**config.mk**
```make
export PLATFORM = sky130hd
export DESIGN_NAME = mem_req_arbiter
export DESIGN_NICKNAME = d
export VERILOG_FILES = /design/src/rtl/mem_req_arbiter.sv
export SDC_FILE = /design/constraint.sdc
export NUM_CORES = 1
export LEC_CHECK = 0
export ABC_AREA = 1
export BUFFER_PORTS_ARGS = -buffer_cell sky130_fd_sc_hd__buf_2
export CAP_MARGIN = 20
export CORE_AREA = 2 2 645 647
export DETAILED_ROUTE_END_ITERATION = 10
export DIE_AREA = 0 0 647 649
export GPL_TIMING_DRIVEN = 1
export SLEW_MARGIN = 20
export SYNTH_ARGS = -nofsm -noshare
export SYNTH_HDL_FRONTEND = slang
export SYNTH_SLANG_ARGS = --single-unit
```
**constraint.sdc**
```tcl
create_clock -name clk -period 2.7 [get_ports clk]
set_input_delay 0.54 -clock clk [delete_from_list [all_inputs] [get_ports clk]]
set_output_delay 0.54 -clock clk [all_outputs]
set_load 0.02 [all_outputs]
```
**src/rtl/mem_req_arbiter.sv**
```systemverilog
// Two-port round-robin arbiter in front of the single cache-side memory-controller port.
// One transaction in flight at a time; reads are guarded by a watchdog timeout.
module mem_req_arbiter #(
    parameter int APPDATA_WIDTH    = 128,
    parameter int INPUT_ADDR_WIDTH = 31,
    parameter int RD_TIMEOUT       = 1024
) (
    input  logic                          clk,
    input  logic                          rst_n,
    input  logic                          init_done,
    input  logic                          req0_wr,
    input  logic                          req0_rd,
    input  logic [INPUT_ADDR_WIDTH-1:0]   req0_addr,
    input  logic [2*APPDATA_WIDTH-1:0]    req0_wdata,
    output logic                          ack0,
    output logic                          err0,
    output logic [2*APPDATA_WIDTH-1:0]    rdata0,
    input  logic                          req1_wr,
    input  logic                          req1_rd,
    input  logic [INPUT_ADDR_WIDTH-1:0]   req1_addr,
    input  logic [2*APPDATA_WIDTH-1:0]    req1_wdata,
    output logic                          ack1,
    output logic                          err1,
    output logic [2*APPDATA_WIDTH-1:0]    rdata1,
    output logic                          data_wren,
    output logic                          data_rden,
    output logic [INPUT_ADDR_WIDTH-1:0]   data_addr,
    output logic [2*APPDATA_WIDTH-1:0]    data_wr,
    input  logic [2*APPDATA_WIDTH-1:0]    data_rd,
    input  logic                          mc_wr_rdy,
    input  logic                          mc_rd_rdy,
    input  logic                          mc_rd_valid,
    output logic                          busy
);

    localparam int CNT_W = (RD_TIMEOUT > 1) ? $clog2(RD_TIMEOUT) : 1;
    localparam logic [CNT_W-1:0] CNT_LAST = CNT_W'(RD_TIMEOUT - 1);

    typedef enum logic [1:0] {IDLE, ISSUE, WAIT_RD, DONE} state_t;

    state_t             state, state_nxt;
    logic               last_grant;
    logic               grant_port;
    logic               op_wr;
    logic               timed_out;
    logic [CNT_W-1:0]   rd_cnt;
    logic               req0_any, req1_any;
    logic               grant, grant_sel;

    assign req0_any  = req0_wr | req0_rd;
    assign req1_any  = req1_wr | req1_rd;
    assign grant     = (state == IDLE) && init_done && (req0_any || req1_any);
    // On a tie the port that did not win last time gets the slot.
    assign grant_sel = (req0_any && req1_any) ? ~last_grant : req1_any;

    always_comb begin
        state_nxt = state;
        data_wren = 1'b0;
        data_rden = 1'b0;
        case (state)
            IDLE: begin
                if (grant) state_nxt = ISSUE;
            end
            ISSUE: begin
                if (op_wr) begin
                    if (mc_wr_rdy) begin
                        data_wren = 1'b1;
                        state_nxt = DONE;
                    end
                end else if (mc_rd_rdy) begin
                    data_rden = 1'b1;
                    state_nxt = WAIT_RD;
                end
            end
            WAIT_RD: begin
                if (mc_rd_valid || (rd_cnt == CNT_LAST)) state_nxt = DONE;
            end
            DONE: state_nxt = IDLE;
            default: state_nxt = IDLE;
        endcase
    end

    always_ff @(posedge clk or negedge rst_n) begin
        if (!rst_n) begin
            state      <= IDLE;
            last_grant <= 1'b1;
            grant_port <= 1'b0;
            op_wr      <= 1'b0;
            timed_out  <= 1'b0;
            rd_cnt     <= '0;
            data_addr  <= '0;
            data_wr    <= '0;
            rdata0     <= '0;
            rdata1     <= '0;
        end else begin
            state <= state_nxt;
            if (grant) begin
                grant_port <= grant_sel;
                last_grant <= grant_sel;
                // Write beats read when a port raises both.
                op_wr      <= grant_sel ? req1_wr : req0_wr;
                data_addr  <= grant_sel ? req1_addr : req0_addr;
                data_wr    <= grant_sel ? req1_wdata : req0_wdata;
                timed_out  <= 1'b0;
            end
            if (data_rden) rd_cnt <= '0;
            if (state == WAIT_RD) begin
                if (mc_rd_valid) begin
                    if (grant_port) rdata1 <= data_rd;
                    else            rdata0 <= data_rd;
                end else if (rd_cnt == CNT_LAST) begin
                    timed_out <= 1'b1;
                end else begin
                    rd_cnt <= rd_cnt + 1'b1;
                end
            end
        end
    end

    assign busy = (state != IDLE);
    assign ack0 = (state == DONE) && !grant_port;
    assign ack1 = (state == DONE) && grant_port;
    assign err0 = ack0 && timed_out;
    assign err1 = ack1 && timed_out;

endmodule

```
======== Yosys cells after proc, flatten, opt, wreduce, memory -nomap -nowiden ========
Index checks and enable logic that the tools add are counted.
cells by class
  $add $sub $neg .......................... 1
  equal/unequal tests ..................... 8
  mux-type cells .......................... 24
  bitwise gates (word level) .............. 4
  reduce and logical (&&, ||, !) cells .... 15
operators with widths
  kind                   count
  $mux 256               1
  $mux 10                4
  $mux 31                1
  $mux 1                 12
  $add 10x1->10 const B  1
  $eq 10x10->1 const B   1
  $mux 2                 5
  $pmux 2 s4             1
  $logic_and 1x1->1      7
  $ne 3x3->1 const B     2
  $reduce_and 3->1       2
  $eq 2x2->1 const B     2
  $ne 2x2->1 const B     2
  $reduce_and 4->1       1
  $eq 2x1->1 const B     1
  $logic_not 2->1        1
  $logic_or 1x1->1       2
  $not 1->1              2
  $or 1x1->1             2
  $reduce_bool 2->1      1
  $logic_not 1->1        1
word-level totals
  bits in registers ....................... 815
  input port bits ......................... 840
  output and inout port bits .............. 806
  logic and storage cells ................. 62

======== Longest topological paths before layout ========
Gate-level depths: netlist of run 1.
  depth after elaboration ................. 7
  gate-level depth with buffers ........... 11
  depth with buffers taken out ............ 9

======== Least setup slack after synthesis of run 1 ========
No wires, ideal clock.
  path kind ............................... register to output
  start point ............................. register state[1]
  end point ............................... output port data_rden
  data arrival time ....................... 1199 ps
  required time ........................... 2160 ps
  path slack .............................. 961 ps
  stages on the path, launching flop included .. 6
  buffers on the path ..................... 1
  cells stage by stage .................... dfrtp_1 > inv_1 > ha_1 > nand3_1 > clkbuf_1 > inv_1
between the ends
  word-level cells in the longest chain between the ends .. 2
ends and longest elaborated chain
  item                    line  RTL
  from (decl)             41    state_t state, state_nxt;
  from (signal assigned)  96    state <= state_nxt;
  $eq 2x1->1              60    case (state)
  $mux 1                  60
  to (decl)               26    output logic data_rden,
No other way between the ends.

======== Worst setup path after layout of run 1 ========
  start point ............................. input port req1_wr
  end point ............................... register data_wr[49]
between the ends
  word-level cells in the longest chain between the ends .. 4
  elaborated cells on any way between the ends .. 6
  classes of those cells .................. mux: 2; bitwise: 1; reduce/logical: 3
ends and longest elaborated chain
  item                  line  RTL
  from (decl)           18    input logic req1_wr,
  $or 1x1->1 (*)        51    assign req1_any = req1_wr | req1_rd;
  $logic_and 1x1->1     54    assign grant_sel = (req0_any && req1_any) ? ~last_grant : req1_any;
  $mux 1                54
  $mux 256              103   data_wr <= grant_sel ? req1_wdata : req0_wdata;
  to (signal assigned)  103
  to (decl)             28    output logic [2*APPDATA_WIDTH-1:0] data_wr,
Every way passes the cells marked *; elsewhere a longest branch is shown, timed or not.
A chain may end at the register's enable or synchronous reset.

==> results of run 1 <==
## cell families (layout without fill, tap and decap cells)
group / Yosys count / after routing / share of synthesized area [%]
adders and majority gates: 6 / 6 / 0.228
xor gates and xnor gates: 3 / 3 / 0.0798
DFF: 815 / 815 / 61.9
AOI/OAI and AO/OA: 1096 / 1096 / 16.7
buffers and inverters: 524 / 3008 / 7.55
and+or+nand+nor: 1174 / 1174 / 13.6
other: 0 / 116 / 0
## path summary, 6_finish.rpt
path | end | depth (start not counted) | startpoint
max | data_wr[49] | 11 | req1_wr
min | data_wr[38] | 3 | req0_wdata[38]
max reg2reg | data_wr[232] | 11 | state[0]
min reg2reg | rdata0[201] | 2 | rdata0[201]
max in group asynchronous | rdata1[231] | 3 | rst_n
min in group asynchronous | data_wr[214] | 2 | rst_n
## where the power goes
group | leakage, nW | total [mW] | internal (mW) | switching, mW
clock | 1.75 | 15.1 | 8.69 | 6.36
combinational | 16.6 | 36.2 | 8.81 | 27.4
sequential | 10.2 | 21.4 | 17.9 | 3.55
## final cells by class
cell class | count | share of cell area (%)
clock inverters | 45 | 0.930
diodes | 116 | 0.486
clock buffers | 144 | 5.05
repair buffers | 2537 | 29.1
inverters | 282 | 1.82
well taps | 5474 | 11.5
flip-flops and latches | 815 | 34.2
multi-input cells | 2279 | 17.0
## placed cells by master (no fill, tap or decap), types with 3 or more instances in the layout
cell type	instances
ha_1	5
dfrtp_1	812
clkbuf_16	107
buf_12	44
bufinv_16	9
clkinv_2	17
clkbuf_8	20
nand3_4	3
nand2_2	3
inv_6	8
a21oi_1	3
nand2_1	835
clkinvlp_4	7
diode_2	116
nand3_1	17
buf_4	86
nand4_1	6
buf_2	1644
dlygate4sd3_1	761
inv_1	280
clkbuf_1	17
o21ai_0	854
nor2_1	302
o21ai_1	238
## state kept, by name (all words and copies together), names as in the netlist
signal	flops
data_wr	256
rdata0	256
rdata1	256
data_addr	31
rd_cnt	10
state	2
grant_port	1
last_grant	1
op_wr	1
timed_out	1
## critical path, cell delays in order
cell and delay [ns]:
dlygate4sd3_1 0.74, buf_2 0.24, nor2_1 0.21, nor2_4 0.10
buf_4 0.18, inv_16 0.15, buf_12 0.24, buf_4 0.17
nor2_1 0.04, o21ai_0 0.14, dlygate4sd3_1 0.57
## synth_stat cells, drive strengths merged
cell,n
nor2,304
nand4,6
a21oi,3
or2,2
xnor2,1
dfstp,1
buf,146
inv,282
nand2,839
clkbuf,96
xor2,2
dfrtp,814
nor3,1
ha,6
o22ai,1
o21ai,1092
nand3,21
nand3b,1
## metrics by stage
step           util [%]  hold WS, ns  cell area [um2]  TNS (ns)  instances
6_report           14.5       0.0816            59700         0      11700
3_3_place_gp       11.7        0.460            48200   -0.0188      10600
5_1_grt            14.5       0.0399            59600         0      11700
3_5_place_dp       11.7        0.467            48200   -0.0253      10600
4_1_cts            14.4      0.00159            59400         0      11600
2_1_floorplan         -        0.244            32900         0       3618
## layer usage
layer / vias to the layer above / global-route usage [%]
li1: 16600 / -
met1: 18400 / 17.0
met2: 1972 / 26.1
met3: 606 / 5.53
met4: 32 / 8.64
met5: - / 0
## repair_timing
action | CTS | global route
hold buffers | 761 | 0
gates resized for setup | 6 | 4
setup endpoints to repair | 3 | 43
hold endpoints to repair | 769 | 0
==> flow_metrics.env, run 1 <==
export IMPL_r2r_setup_slack_ns=0.17
export IMPL_crit_arrival_ns=3.34
export IMPL_yosysUniqueCellTypes=30
export IMPL_cts_max_level=3
export IMPL_synth_top_cell_by_area="dfrtp_1"
export IMPL_status="complete, no violations"
export IMPL_post_drt_wl_per_cell_um=29.0
export IMPL_clkSlewWorstSetupHoldPaths_ns=0.06
export IMPL_synth_area_top_cells="dfrtp_1 (62%), o21ai_0 (13%), nand2_1 (9.5%), o21ai_1 (3.6%), nor2_1 (3.4%)"
export IMPL_tritoncts="built"
export IMPL_wl_met3_mm=30.4
export IMPL_synth_top_cell_area_share_pct=61.8
export IMPL_num_vias=37600
export IMPL_fin_ws_ns=0.140
export IMPL_ys_ff_latch=815
export IMPL_period_minus_slack_ns=2.56
export IMPL_crit_fanout=32
export IMPL_rows=236
export IMPL_hold_violations=0
export IMPL_leakage_nw=28.6
export IMPL_met2_length_mm=160
export IMPL_register_area_um2=20400
export IMPL_cp_end_kind="flop"
export IMPL_powerDensity_nw_per_um2=1220
export IMPL_clock_sinks=815
export IMPL_cts_root_buffer="clkbuf_16"
export IMPL_fillers=47100
export IMPL_hold_path_class="input pin to flop"
export IMPL_synth_nets=4464
export IMPL_drc_errors=0
export IMPL_drive_above_1_share_pct=32.2
export IMPL_io_pins=1646
export IMPL_fp_dieH_um=649
export IMPL_path_class="input pin to flop"
export IMPL_critPathLaunchType="input pin"
export IMPL_area_growth_synth_to_final_pct=81.3
export IMPL_synthCells=3618
export IMPL_grt_max_degree=123
export IMPL_worst_slew_pin_slew_ns=1.03
export IMPL_numCtsBuffers=107
export IMPL_drv_cap=0
export IMPL_hpwl_mm=293
export IMPL_yosysWarnings=0
export IMPL_syn_area_um2=32900
export IMPL_finalCritPeriodShare_pct=94.8
export IMPL_cts_setup_buffers=0
export IMPL_grt_setup_unrepaired="false"
export IMPL_max_freq_mhz=391
export IMPL_syn_area_per_cell_um2=9.11
export IMPL_power_total_mw=72.7
export IMPL_vias_per_cell=3.22
export IMPL_ys_seq_area_share_pct=61.9
export IMPL_fin_nets=6868
export IMPL_drt_total_wl_mm=339
export IMPL_die_w_um=647
export IMPL_grt_total_usage_pct=15.6
export IMPL_design_core_area_um2=413000
export IMPL_cp_required_ns=3.48
export IMPL_grt_pass1_wl_mm=420
export IMPL_clk_latency_ns=0.85
export IMPL_clock_tree_buffer_depth=4
export IMPL_met1Wirelength_mm=125
export IMPL_io_buffers=1645
export IMPL_fin_skew_ns=0.0667
export IMPL_vdd_ir_drop_max_uv=871
export IMPL_die_area_um2=420000
export IMPL_grt_ovfl_total=0
export IMPL_dr_max_layer_used="met5"
export IMPL_gp_congestion=1.37
export IMPL_maxSlewViolCount=0
export IMPL_ant_nets=0
export IMPL_max_slew_margin_pct=31.4
export IMPL_antenna_found_initial=182
export IMPL_grt_pass1_vias=37100
export IMPL_multi_input_area_um2=10100
export IMPL_setup_viol=0
export IMPL_place_ws_ns=-0.0163
export IMPL_first_pass_iters=6
export IMPL_start_util_pct=7.99
export IMPL_drt_iter0_markers=3222
(Power assumes the default switching activity.)
==> run 2, diff against run 1 <==
--- a/config.mk
+++ b/config.mk
@@ -8,10 +8,13 @@
 export ABC_AREA = 1
 export BUFFER_PORTS_ARGS = -buffer_cell sky130_fd_sc_hd__buf_2
 export CAP_MARGIN = 20
-export CORE_AREA = 2 2 645 647
+export CELL_PAD_IN_SITES_DETAIL_PLACEMENT = 1
+export CELL_PAD_IN_SITES_GLOBAL_PLACEMENT = 2
+export CORE_AREA = 2 2 634 636
 export DETAILED_ROUTE_END_ITERATION = 10
-export DIE_AREA = 0 0 647 649
+export DIE_AREA = 0 0 636 638
 export GPL_TIMING_DRIVEN = 1
+export PLACE_DENSITY_LB_ADDON = 0.1
 export SLEW_MARGIN = 20
 export SYNTH_ARGS = -nofsm -noshare
 export SYNTH_HDL_FRONTEND = slang
==> run 2 against run 1 <==
Compared with the run above:
- die area down 3.4%
- clock skew down 0.028 ns
- first-iteration DRC count down 54%
- fmax up 3.0%
- hold slack worse by 0.0061 ns
- clock-buffer cell count up 73
- final area up 0.99%
- power down 2.2%
- largest power group unchanged
==> flow_metrics.env, run 2 (same netlist as run 1, synthesis figures left out) <==
export IMPL_power_total_mw=71.1
export IMPL_ant_nets=0
export IMPL_max_freq_mhz=402
export IMPL_io_buffers=1645
export IMPL_cts_root_buffer="clkbuf_16"
export IMPL_start_util_pct=8.27
export IMPL_crit_fanout=21
export IMPL_grt_ovfl_total=0
export IMPL_drt_iter0_markers=1478
export IMPL_die_w_um=636
export IMPL_grt_setup_unrepaired="false"
export IMPL_holdWs_ns=0.0755
export IMPL_fin_skew_ns=0.0386
export IMPL_hold_depth=3
export IMPL_grt_max_degree=88
export IMPL_fin_nets=6892
export IMPL_fp_dieH_um=638
export IMPL_fin_ws_ns=0.214
export IMPL_hold_violations=0
export IMPL_post_drt_wl_per_cell_um=24.3
export IMPL_max_slew_margin_pct=38.0
export IMPL_num_vias=36100
export IMPL_numCtsBuffers=140
export IMPL_period_minus_slack_ns=2.49
export IMPL_ff2ff_path_depth=10
export IMPL_io_pins=1646
export IMPL_design_core_area_um2=399000
export IMPL_finalCritPeriodShare_pct=92.1
export IMPL_drc_errors=0
export IMPL_clkSlewWorstSetupHoldPaths_ns=0.06
export IMPL_powerDensity_nw_per_um2=1180
export IMPL_clock_tree_buffer_depth=4
export IMPL_antenna_found_initial=183
export IMPL_gp_congestion=0.796
export IMPL_place_ws_ns=-0.446
export IMPL_setup_viol=0
export IMPL_area_growth_synth_to_final_pct=83.1
export IMPL_hpwl_mm=224
export IMPL_maxSlewViolCount=0
export IMPL_final_cell_count_no_fill=11500
export IMPL_tritoncts="built"
export IMPL_cp_end_kind="flop"
export IMPL_die_area_um2=406000
export IMPL_drive_above_1_share_pct=32.8
export IMPL_hold_path_class="input pin to flop"
export IMPL_drv_cap=0
export IMPL_leakage_nw=29.2
export IMPL_cts_max_level=4
export IMPL_cp_required_ns=3.46
export IMPL_dp_cells=10400
export IMPL_path_class="flop to flop"
export IMPL_final_common_cell="buf_2"
export IMPL_crit_arrival_ns=3.24
export IMPL_rows=232
export IMPL_first_pass_iters=5
export IMPL_grt_pass1_vias=39600
export IMPL_fillers=47100
export IMPL_drt_total_wl_mm=278
export IMPL_worst_slew_pin_slew_ns=0.927
export IMPL_top_regs="data_wr: 256 flops, rdata0: 256 flops, rdata1: 256 flops"
export IMPL_clock_sinks=815
export IMPL_final_cell_mix="buf_2 (1,640), o21ai_0 (853), nand2_1 (837), dfrtp_1 (812), dlygate4sd3_1 (730)"
export IMPL_vdd_ir_drop_max_uv=412
export IMPL_grt_pass1_wl_mm=371
export IMPL_critPathLaunchType="flop"
export IMPL_vias_per_cell=3.15
export IMPL_clk_latency_ns=0.80
export IMPL_grt_total_usage_pct=13.3
export IMPL_status="complete, no violations"
[run 2: cell types whose count changed in the layout (fill, tap and decap cells not counted), sizes merged]
cell / change
buf: +21
diode: -66
dlygate4sd3: -31
clkinv: -4
clkinvlp: -6
clkbuf: +73
inv: -3
bufinv: -8
[run 2: power by group]
group          switching, mW  total [mW]  internal [mW]
clock                   7.52        18.2           10.7
combinational           21.7        31.6           9.88
sequential              3.38        21.2           17.9
[run 2: area by class of cell]
cell class	instances	area, um2	area share [%]
multi-input cells	2279	10100	16.8
clock buffers	217	4160	6.89
diodes	50	125	0.207
repair inverters	1	11.3	0.0187
flip-flops and latches	815	20400	33.8
well taps	5265	6590	10.9
repair buffers	2527	17500	29.1
clock inverters	23	260	0.431
inverters	282	1100	1.82
[run 2: worst paths after layout]
| path | from | end | slack [ns] |
|---|---|---|---|
| worst max-delay path | state[0] | data_wr[17] | 0.21 |
| worst min-delay path | data_rd[32] | rdata1[32] | 0.08 |
| worst max register to register | state[0] | data_wr[17] | 0.21 |
| worst min register to register | rdata0[70] | rdata0[70] | 0.48 |
| max in group asynchronous | rst_n | rdata0[77] | 1.27 |
| min in group asynchronous | rst_n | rdata0[243] | 0.34 |
[run 2: worst max-delay path, stage by stage, from the launching register on]
cell,delay (ns)
dfrtp_2,0.47
inv_1,0.15
ha_2,0.23
nand2_1,0.06
inv_1,0.09
nand2_4,0.16
clkinv_16,0.17
buf_12,0.19
o21ai_0,0.11
o21ai_0,0.17
dlygate4sd3_1,0.58
[run 2: timing repair]
item	CTS	global route
hold buffers	730	0
cloned	0	1
setup buffers	0	0
endpoints found under the setup margin	6	71
resized for setup	12	7
endpoints found under the hold margin	738	0
[run 2: stage by stage]
| step | TNS, ns | utilization [%] | instance area, um2 |
|---|---|---|---|
| floorplan | 0 | - | 32900 |
| global placement | -24.18 | 12.1 | 48400 |
| detailed placement | -22.30 | 12.1 | 48400 |
| global route | 0 | 15.1 | 60300 |
| CTS | -0.00739 | 15.1 | 60100 |
| finish | 0 | 15.1 | 60300 |
[run 2: metal layers]
layer | track usage [%] | wire length (um)
met4 | 4.19 | 9290
met5 | 0 | 431
met2 | 24.3 | 144000
met3 | 4.34 | 19600
met1 | 14.4 | 105000
